File: config.mk
export PLATFORM = sky130hd
export DESIGN_NAME = ising_run_sequencer
export DESIGN_NICKNAME = d
export VERILOG_FILES = /design/src/rtl/ising_pkg.sv /design/src/rtl/ising_vote_ctr.sv /design/src/rtl/ising_run_sequencer.sv
export SDC_FILE = /design/constraint.sdc
export NUM_CORES = 1
export LEC_CHECK = 0
export CORE_MARGIN = 2
export CORE_UTILIZATION = 35
export CTS_BUF_LIST = sky130_fd_sc_hd__clkbuf_8
export CTS_CLUSTER_SIZE = 24
export DETAILED_ROUTE_END_ITERATION = 10
export GPL_ROUTABILITY_DRIVEN = 0
export GPL_TIMING_DRIVEN = 0
export PLACE_DENSITY = 0.61
export SETUP_SLACK_MARGIN = 0.5
export SYNTH_ARGS = -nofsm -noshare
export SYNTH_HDL_FRONTEND = slang
export SYNTH_SLANG_ARGS = --single-unit
export TNS_END_PERCENT = 50
File: constraint.sdc
create_clock -name clk -period 13.2 [get_ports clk]
set_clock_uncertainty 0.1 [all_clocks]
set_input_delay 1.32 -clock clk [delete_from_list [all_inputs] [get_ports clk]]
set_output_delay 1.32 -clock clk [all_outputs]
set_load 0.05 [all_outputs]
File: src/rtl/ising_pkg.sv
// Shared types and helpers for the Ising run sequencer.
//   state_t     : sequencer FSM states
//   phase_slice : extracts one spin's phase count from the flat phase bus
package ising_pkg;

  localparam int unsigned N_DEF     = 8;
  localparam int unsigned CTR_W_DEF = 32;
  localparam int unsigned RUN_W_DEF = 32;
  localparam int unsigned REP_W_DEF = 4;

  // Upper bounds for the slice helper; callers zero-extend into these widths.
  localparam int unsigned PHASE_BUS_MAX = 4096;
  localparam int unsigned CTR_MAX       = 64;

  typedef enum logic [2:0] {
    IDLE,
    RUN,
    SETTLE,
    SAMPLE,
    DONE
  } state_t;

  // Returns bits [idx*w +: w] of bus, zero-extended to CTR_MAX bits.
  function automatic logic [CTR_MAX-1:0] phase_slice(
    input logic [PHASE_BUS_MAX-1:0] bus,
    input int unsigned              idx,
    input int unsigned              w
  );
    logic [PHASE_BUS_MAX-1:0] shifted;
    logic [CTR_MAX-1:0]       mask;
    shifted = bus >> (idx * w);
    mask    = (w >= CTR_MAX) ? '1 : ((CTR_MAX'(1) << w) - CTR_MAX'(1));
    return shifted[CTR_MAX-1:0] & mask;
  endfunction

endpackage

File: src/rtl/ising_vote_ctr.sv
// Per-spin vote counter for the run sequencer.
//   clk, rst  : clock, asynchronous active-high reset
//   clear     : zero the vote count (start of a job)
//   inc       : add one vote (spin sampled high)
//   reps      : effective repetition count of the job
//   majority  : 2*votes >  reps
//   tie       : 2*votes == reps
module ising_vote_ctr #(
  parameter int REP_W = 4
) (
  input  logic             clk,
  input  logic             rst,
  input  logic             clear,
  input  logic             inc,
  input  logic [REP_W-1:0] reps,
  output logic             majority,
  output logic             tie
);

  logic [REP_W-1:0] votes;
  logic [REP_W:0]   twice_votes;
  logic [REP_W:0]   reps_ext;

  always_ff @(posedge clk or posedge rst) begin
    if (rst) begin
      votes <= '0;
    end else if (clear) begin
      votes <= '0;
    end else if (inc) begin
      votes <= votes + REP_W'(1);
    end
  end

  // Compare at REP_W+1 bits so doubling the count cannot wrap.
  assign twice_votes = {votes, 1'b0};
  assign reps_ext    = {1'b0, reps};
  assign majority    = (twice_votes > reps_ext);
  assign tie         = (twice_votes == reps_ext);

endmodule

File: src/rtl/ising_run_sequencer.sv
// Run controller between the register front end and the Ising core.
// Runs the core for a programmed number of cycles, waits a settle period,
// thresholds every spin's phase count, repeats for a number of runs and
// reports a per-spin majority vote.
//   clk, rst           : clock, asynchronous active-high reset
//   start              : one-cycle job request (accepted in IDLE only)
//   abort              : level, returns to IDLE without a done pulse
//   cfg_run_cycles     : core run length per repetition (0 -> 1)
//   cfg_settle_cycles  : idle cycles between stopping the core and sampling
//   cfg_reps           : repetition count (0 -> 1)
//   cfg_cutoff         : phase threshold
//   phase_in           : flat phase counts, spin i at [i*CTR_W +: CTR_W]
//   ising_run          : core run enable, high only in RUN
//   busy               : high outside IDLE
//   done               : one-cycle pulse, results valid
//   spins, ties        : majority result and tie flags
//   last_spins         : thresholded vector of the latest sample
//   rep_idx            : completed repetitions in the current job
module ising_run_sequencer
  import ising_pkg::*;
#(
  parameter int N     = 8,
  parameter int CTR_W = 32,
  parameter int RUN_W = 32,
  parameter int REP_W = 4
) (
  input  logic               clk,
  input  logic               rst,
  input  logic               start,
  input  logic               abort,
  input  logic [RUN_W-1:0]   cfg_run_cycles,
  input  logic [RUN_W-1:0]   cfg_settle_cycles,
  input  logic [REP_W-1:0]   cfg_reps,
  input  logic [CTR_W-1:0]   cfg_cutoff,
  input  logic [N*CTR_W-1:0] phase_in,
  output logic               ising_run,
  output logic               busy,
  output logic               done,
  output logic [N-1:0]       spins,
  output logic [N-1:0]       ties,
  output logic [N-1:0]       last_spins,
  output logic [REP_W-1:0]   rep_idx
);

  state_t state, state_next;

  logic [RUN_W-1:0] run_q, settle_q;
  logic [REP_W-1:0] reps_q;
  logic [CTR_W-1:0] cutoff_q;
  logic [RUN_W-1:0] run_cnt, settle_cnt;
  logic [N-1:0]     spins_q, ties_q;
  logic [N-1:0]     sample_bits, maj_vec, tie_vec;
  logic             start_accept;
  logic             sample_en;

  assign start_accept = (state == IDLE) && start && !abort;
  assign sample_en    = (state == SAMPLE) && !abort;

  // State register
  always_ff @(posedge clk or posedge rst) begin
    if (rst) begin
      state <= IDLE;
    end else begin
      state <= state_next;
    end
  end

  // Next-state logic; abort overrides every transition.
  always_comb begin
    state_next = state;
    case (state)
      IDLE:    if (start) state_next = RUN;
      RUN:     if (run_cnt == RUN_W'(1))
                 state_next = (settle_q == '0) ? SAMPLE : SETTLE;
      SETTLE:  if (settle_cnt == '0) state_next = SAMPLE;
      SAMPLE:  state_next = ((rep_idx + REP_W'(1)) == reps_q) ? DONE : RUN;
      DONE:    state_next = IDLE;
      default: state_next = IDLE;
    endcase
    if (abort) state_next = IDLE;
  end

  // Output logic. During the DONE cycle the fresh vote result is shown
  // directly; it is captured into spins_q/ties_q for holding afterwards.
  always_comb begin
    ising_run = (state == RUN);
    busy      = (state != IDLE);
    done      = (state == DONE) && !abort;
    spins     = done ? maj_vec : spins_q;
    ties      = done ? tie_vec : ties_q;
  end

  // Datapath: shadow config, run/settle counters, sample and result registers.
  // Settle counter is loaded with S-1 while in RUN so SETTLE lasts S cycles
  // and exits at zero.
  always_ff @(posedge clk or posedge rst) begin
    if (rst) begin
      run_q      <= '0;
      settle_q   <= '0;
      reps_q     <= '0;
      cutoff_q   <= '0;
      run_cnt    <= '0;
      settle_cnt <= '0;
      rep_idx    <= '0;
      last_spins <= '0;
      spins_q    <= '0;
      ties_q     <= '0;
    end else if (start_accept) begin
      run_q    <= (cfg_run_cycles == '0) ? RUN_W'(1) : cfg_run_cycles;
      run_cnt  <= (cfg_run_cycles == '0) ? RUN_W'(1) : cfg_run_cycles;
      settle_q <= cfg_settle_cycles;
      reps_q   <= (cfg_reps == '0) ? REP_W'(1) : cfg_reps;
      cutoff_q <= cfg_cutoff;
      rep_idx  <= '0;
    end else if (!abort) begin
      case (state)
        RUN: begin
          if (run_cnt != RUN_W'(1)) run_cnt <= run_cnt - RUN_W'(1);
          settle_cnt <= settle_q - RUN_W'(1);
        end
        SETTLE: settle_cnt <= settle_cnt - RUN_W'(1);
        SAMPLE: begin
          run_cnt    <= run_q;
          last_spins <= sample_bits;
          rep_idx    <= rep_idx + REP_W'(1);
        end
        DONE: begin
          spins_q <= maj_vec;
          ties_q  <= tie_vec;
        end
        default: ;
      endcase
    end
  end

  for (genvar i = 0; i < N; i++) begin : g_spin
    logic [CTR_MAX-1:0] phase_full;

    assign phase_full     = phase_slice(PHASE_BUS_MAX'(phase_in), i, CTR_W);
    assign sample_bits[i] = (phase_full >= CTR_MAX'(cutoff_q));

    ising_vote_ctr #(
      .REP_W (REP_W)
    ) u_vote (
      .clk      (clk),
      .rst      (rst),
      .clear    (start_accept),
      .inc      (sample_en && sample_bits[i]),
      .reps     (reps_q),
      .majority (maj_vec[i]),
      .tie      (tie_vec[i])
    );
  end

endmodule

After elaboration in Yosys (flattened, before gate mapping)
Cells that the tools add are included.
W data, S select, Z words.
- bits of input ports: 360
- register bits: 227
- output and inout port bits: 31
- memory bits (writable): 0
- word-level logic and storage cells: 140
- bits in latches: 0
- memories: 0
- memory bits (read-only): 0
- $mul: 0
- reductions and logical operators: 36
- $lt $le $gt $ge: 16
- add/subtract/negate cells: 12
- shift operators: 0
- equal/unequal tests: 20
- bitwise gates (word level): 2
- muxes and demuxes: 35
- divide/modulo/power cells: 0
- operators with widths (kind ; number):
    $ge A32 B32 Y1 ; 8
    $mux W32 ; 4
    $pmux W32 S2 ; 2
    $logic_not A32 Y1 ; 3
    $sub A32 B1 Y32 const B ; 3
    $mux W4 ; 20
    $eq A5 B4 Y1 ; 8
    $gt A5 B4 Y1 ; 8
    $add A4 B1 Y4 const B ; 9
    $eq A32 B1 Y1 const B ; 1
    $ne A32 B1 Y1 const B ; 1
    $reduce_bool A2 Y1 ; 10
    $mux W8 ; 2
    $mux W3 ; 5
    $reduce_and A3 Y1 ; 5
    $logic_and A1 B1 Y1 ; 12
    $pmux W3 S4 ; 1
    $eq A3 B2 Y1 const B ; 2
    $ne A3 B3 Y1 const B ; 2
    $reduce_bool A3 Y1 ; 2
    $eq A4 B4 Y1 ; 1
    $logic_not A4 Y1 ; 1
    $eq A3 B1 Y1 const B ; 1
    $eq A3 B3 Y1 const B ; 1
    other kinds (8) ; 9

Depth between registers and ports, before layout
- depth in word-level cells: 5
- mapped depth: 14
- mapped depth without buffers: 9

By module
From an unflattened synthesis, not the netlist that was laid out.
- cells, all modules: 2117
- area, all modules: 18101.1 um2
- modules (own cells, without submodules) (module ; seq. area each (um2) ; area an instance (um2) ; times used ; cells each):
    ising_run_sequencer ; 4879.7 ; 16049.1 ; 1 ; 1901
    ising_vote_ctr ; 100.1 ; 256.5 ; 8 ; 27

Worst setup path before layout
No wires, ideal clock.
- path kind: input port to output port
- start point: in abort
- end point: out spins[6]
- cell stages on the path: 4
- required time: 11780 ps
- buffers on the path: 1
- path slack: 8713 ps
- arrival time: 3067 ps
- cell sequence: inv_1 > nand4b_1 > clkbuf_1 > o31ai_1
- cells in the longest elaborated chain, start to end: 3
- ends and longest elaborated chain (what ; RTL line ; text):
    start, declared ; ising_run_sequencer.sv:30 ; input logic abort,
    $logic_not A1 Y1 ; - ;
    $logic_and A1 B1 Y1 ; ising_run_sequencer.sv:88 ; done = (state == DONE) && !abort;
    $mux W8 ; ising_run_sequencer.sv:89 ; spins = done ? maj_vec : spins_q;
    end, declared ; ising_run_sequencer.sv:39 ; output logic [N-1:0] spins,
Every way passes these cells.

Worst setup path after layout
- start point: in abort
- end point: out spins[5]
The elaborated chain is that of the path after synthesis.

==> metrics.yaml <==
p_per_area_nw_per_um2: 104.8
grt_start_max_net_pins: 127
synth_top_family_by_area: "simple AND/OR/NAND/NOR gates"
cts_resized: 0
avgSynthCellArea_um2: 8.446
fin_util: 0.4672
layout.cells.non_filler: 3256
synthMuxAreaShare: 0.01974
hold_violations: 0
ios: 391
synth_cell_types: 74
layout-drive-gt1-share: 0.04170
fin_ws_ns: 7.871
drt_first_pass_iters: 5
synth_top_area_cell: "dfrtp_1"
grt_pass1_vias: 18420
yosysWarnings: 0
synth_xor_area_frac: 0.007923
final_common_cell: "clkdlybuf4s50_1"
hold-path-cell-count: 2
crit_top_cell: "clkdlybuf4s50_1"
postSynthCellCount: 2094
peakVddDrop_uv: 60.74
dp_slack_ns: 7.812
start_kind: "primary input"
path_cells: "clkdlybuf4s50_1 -> inv_1 -> nand4b_1 -> clkbuf_1 -> o31ai_1 -> clkdlybuf4s50_1"
dp_hpwl_mm: 54.44
via_per_inst: 5.648
final_net_count: 3184
gr-total-overflow: 0
cts_tree: "yes"
crit_required_ns: 11.78
post-place-cells: 3157
grt.total_usage: 0.2611
worst_pin_slew_ns: 1.008
post-route-period-util: 0.4037
setup_viol: 0
place_area_um2: 22470
crit_buf_inv: 4
ant_nets: 0
drc: 0
p_sw_mw: 0.9146
coreArea_um2: 50070
synth_compound_area_frac: 0.2036
clk_pin_slew_worst_paths_ns: 0.06
synthFlopType: "dfrtp_1"
cp-end-kind: "output pin"
p_leak_nw: 10.42
cts_max_level: 2
p_clk_frac: 0.288
period_minus_slack_ns: 5.329
drt_iter0_drc: 1414
syn_nets: 2746
p_sw_frac: 0.3730
cts_sinks: 227
antenna_found_initial: 20
rsz0062_at_grt: "no"
path_max_fanout: 10
worstSkewPairLatency_ns: 0.62
reg2reg_depth: 13
final_cell_mix: "clkdlybuf4s50_1 (390), nand2_1 (375), ha_1 (292), dfrtp_1 (227), a21oi_1 (171)"
crit_family: "buffers and inverters"
async_reset_ff_frac: 1.000
clock-root-buffer: "clkbuf_8"
synthAdderAreaFrac: 0.2066
hold_class: "flop to flop"
die_area_um2: 52350
wirelength_mm: 69.37
synth.top_cell.area_share: 0.3212
arrival_ns: 3.91
pwr-share-seq: 0.364
vias: 18390
setup_tns_ns: 0
crit_slowest_cell: "clkdlybuf4s50_1"
wire_per_inst_um: 21.31
p_comb_frac: 0.347
nFillCells: 4973
synth_area_um2: 17690
fmax_mhz: 187.6
initial_utilization: 0.3533
seq_area_frac_synth: 0.3212
finalPower_mw: 2.452
synth-simple-area-share: 0.2072
fin_area_um2: 23390
slew_headroom: 0.3283
maxSlewViolCount: 0
hold_ws_ns: 0.3689
synth_seq_cells: 227
synthTopCellsByArea: "dfrtp_1 (32%), ha_1 (21%), nand2_1 (8.0%), a21oi_1 (4.8%), o21ai_0 (3.9%)"
postCtsSetupRepairBufs: 0
status: "complete, no violations"
critical_path_class: "primary input to output pin"
fp-row-count: 82
cts-buffers-inserted: 45
fp.dieH_um: 228.8
die_w_um: 228.8
cp_slowest_stage_delay_ns: 0.89
port-buffer-count: 390
ctsHoldBuffers: 0
synthToLayoutAreaGrowth_pct: 32.26
cts_max_path_buffers: 3
synth_edf_count: 0
grt_pass1_wl_mm: 106.6
max-cap-violations: 0
path_depth: 6
p_int_mw: 1.537
## kinds of logic (layout without fill, tap and decap cells)
logic type / Yosys count / after routing
and+or+nand+nor: 791 / 791
AOI/OAI and AO/OA: 582 / 582
adders and majority gates: 292 / 292
DFF: 227 / 227
buffers and inverters: 155 / 627
muxes: 31 / 31
xor gates and xnor gates: 16 / 16
other: 0 / 18
## sequential cells by signal, summed over array words and instances (netlist names)
signal and count:
cutoff_q 32, g_spin.u_vote.votes 32, last_spins 8, rep_idx 4, reps_q 4, run_cnt 32, run_q 32, settle_cnt 32
settle_q 32, spins_q 8, state 3, ties_q 8
## synth_stat cells, types with 12 or more instances
master,instances
nand2_1,375
ha_1,292
dfrtp_1,227
a21oi_1,171
o21ai_0,138
nor2_1,132
inv_1,70
clkbuf_1,62
nor3_1,58
nand3_1,48
nand4_1,47
o21ai_1,36
a21o_1,33
nor4_1,33
o31ai_1,31
a211oi_1,24
or3_1,22
mux2_2,20
o211ai_1,20
o22ai_1,15
a22oi_1,14
a31oi_1,14
buf_1,14
nand4b_1,12
or4_1,12
## final timing paths
| path | startpoint | to | slack, ns |
|---|---|---|---|
| worst max-delay path | abort | spins[5] | 7.87 |
| max in group asynchronous | rst | run_q[14] | 10.66 |
| worst max register to register | state[2] | settle_cnt[28] | 8.04 |
| worst min-delay path | run_q[26] | run_q[26] | 0.37 |
| min in group asynchronous | rst | cutoff_q[25] | 1.20 |
| worst min register to register | run_q[26] | run_q[26] | 0.37 |
## layer usage
| layer | routed length, µm | track usage | vias to the layer above |
|---|---|---|---|
| met2 | 32360 | 0.4327 | 765 |
| met3 | 5146 | 0.05352 | 172 |
| met4 | 3254 | 0.1284 | 6 |
| met1 | 28570 | 0.3232 | 8786 |
| met5 | 37 | 0 | - |
| li1 | - | - | 8661 |
## power groups by stage
stage,Sequential (mW),Clock [mW],Combinational (mW)
after global placement,0.897,0,0.807
after floorplan,0.872,0,0.525
after CTS,0.889,0.726,0.848
after detailed placement,0.900,0,0.843
after global routing,0.906,0.760,0.965
final,0.893,0.707,0.852
## worst register-to-register path, delay by kind of cell (launching register included)
| kind | cells | cell delay, ns |
|---|---|---|
| buffers and inverters | 5 | 1.81 |
| and+or+nand+nor | 4 | 1.65 |
| muxes | 2 | 0.65 |
| adders and majority gates | 1 | 0.39 |
| DFF | 1 | 0.36 |
| AOI/OAI and AO/OA | 1 | 0.12 |
## layout make-up
cell class | instances | area [µm²] | share of cell area
tap | 672 | 840.8 | 0.03594
sequential | 227 | 5680 | 0.2428
clock inverter | 26 | 118.9 | 0.005081
timing repair buffer | 391 | 3931 | 0.1681
buffer | 84 | 331.6 | 0.01417
inverter | 71 | 274.0 | 0.01171
multi-input combinational | 1712 | 11410 | 0.4879
antenna | 18 | 45.04 | 0.001926
clock buffer | 55 | 757.0 | 0.03236
Power figures use the tool's default switching activity.
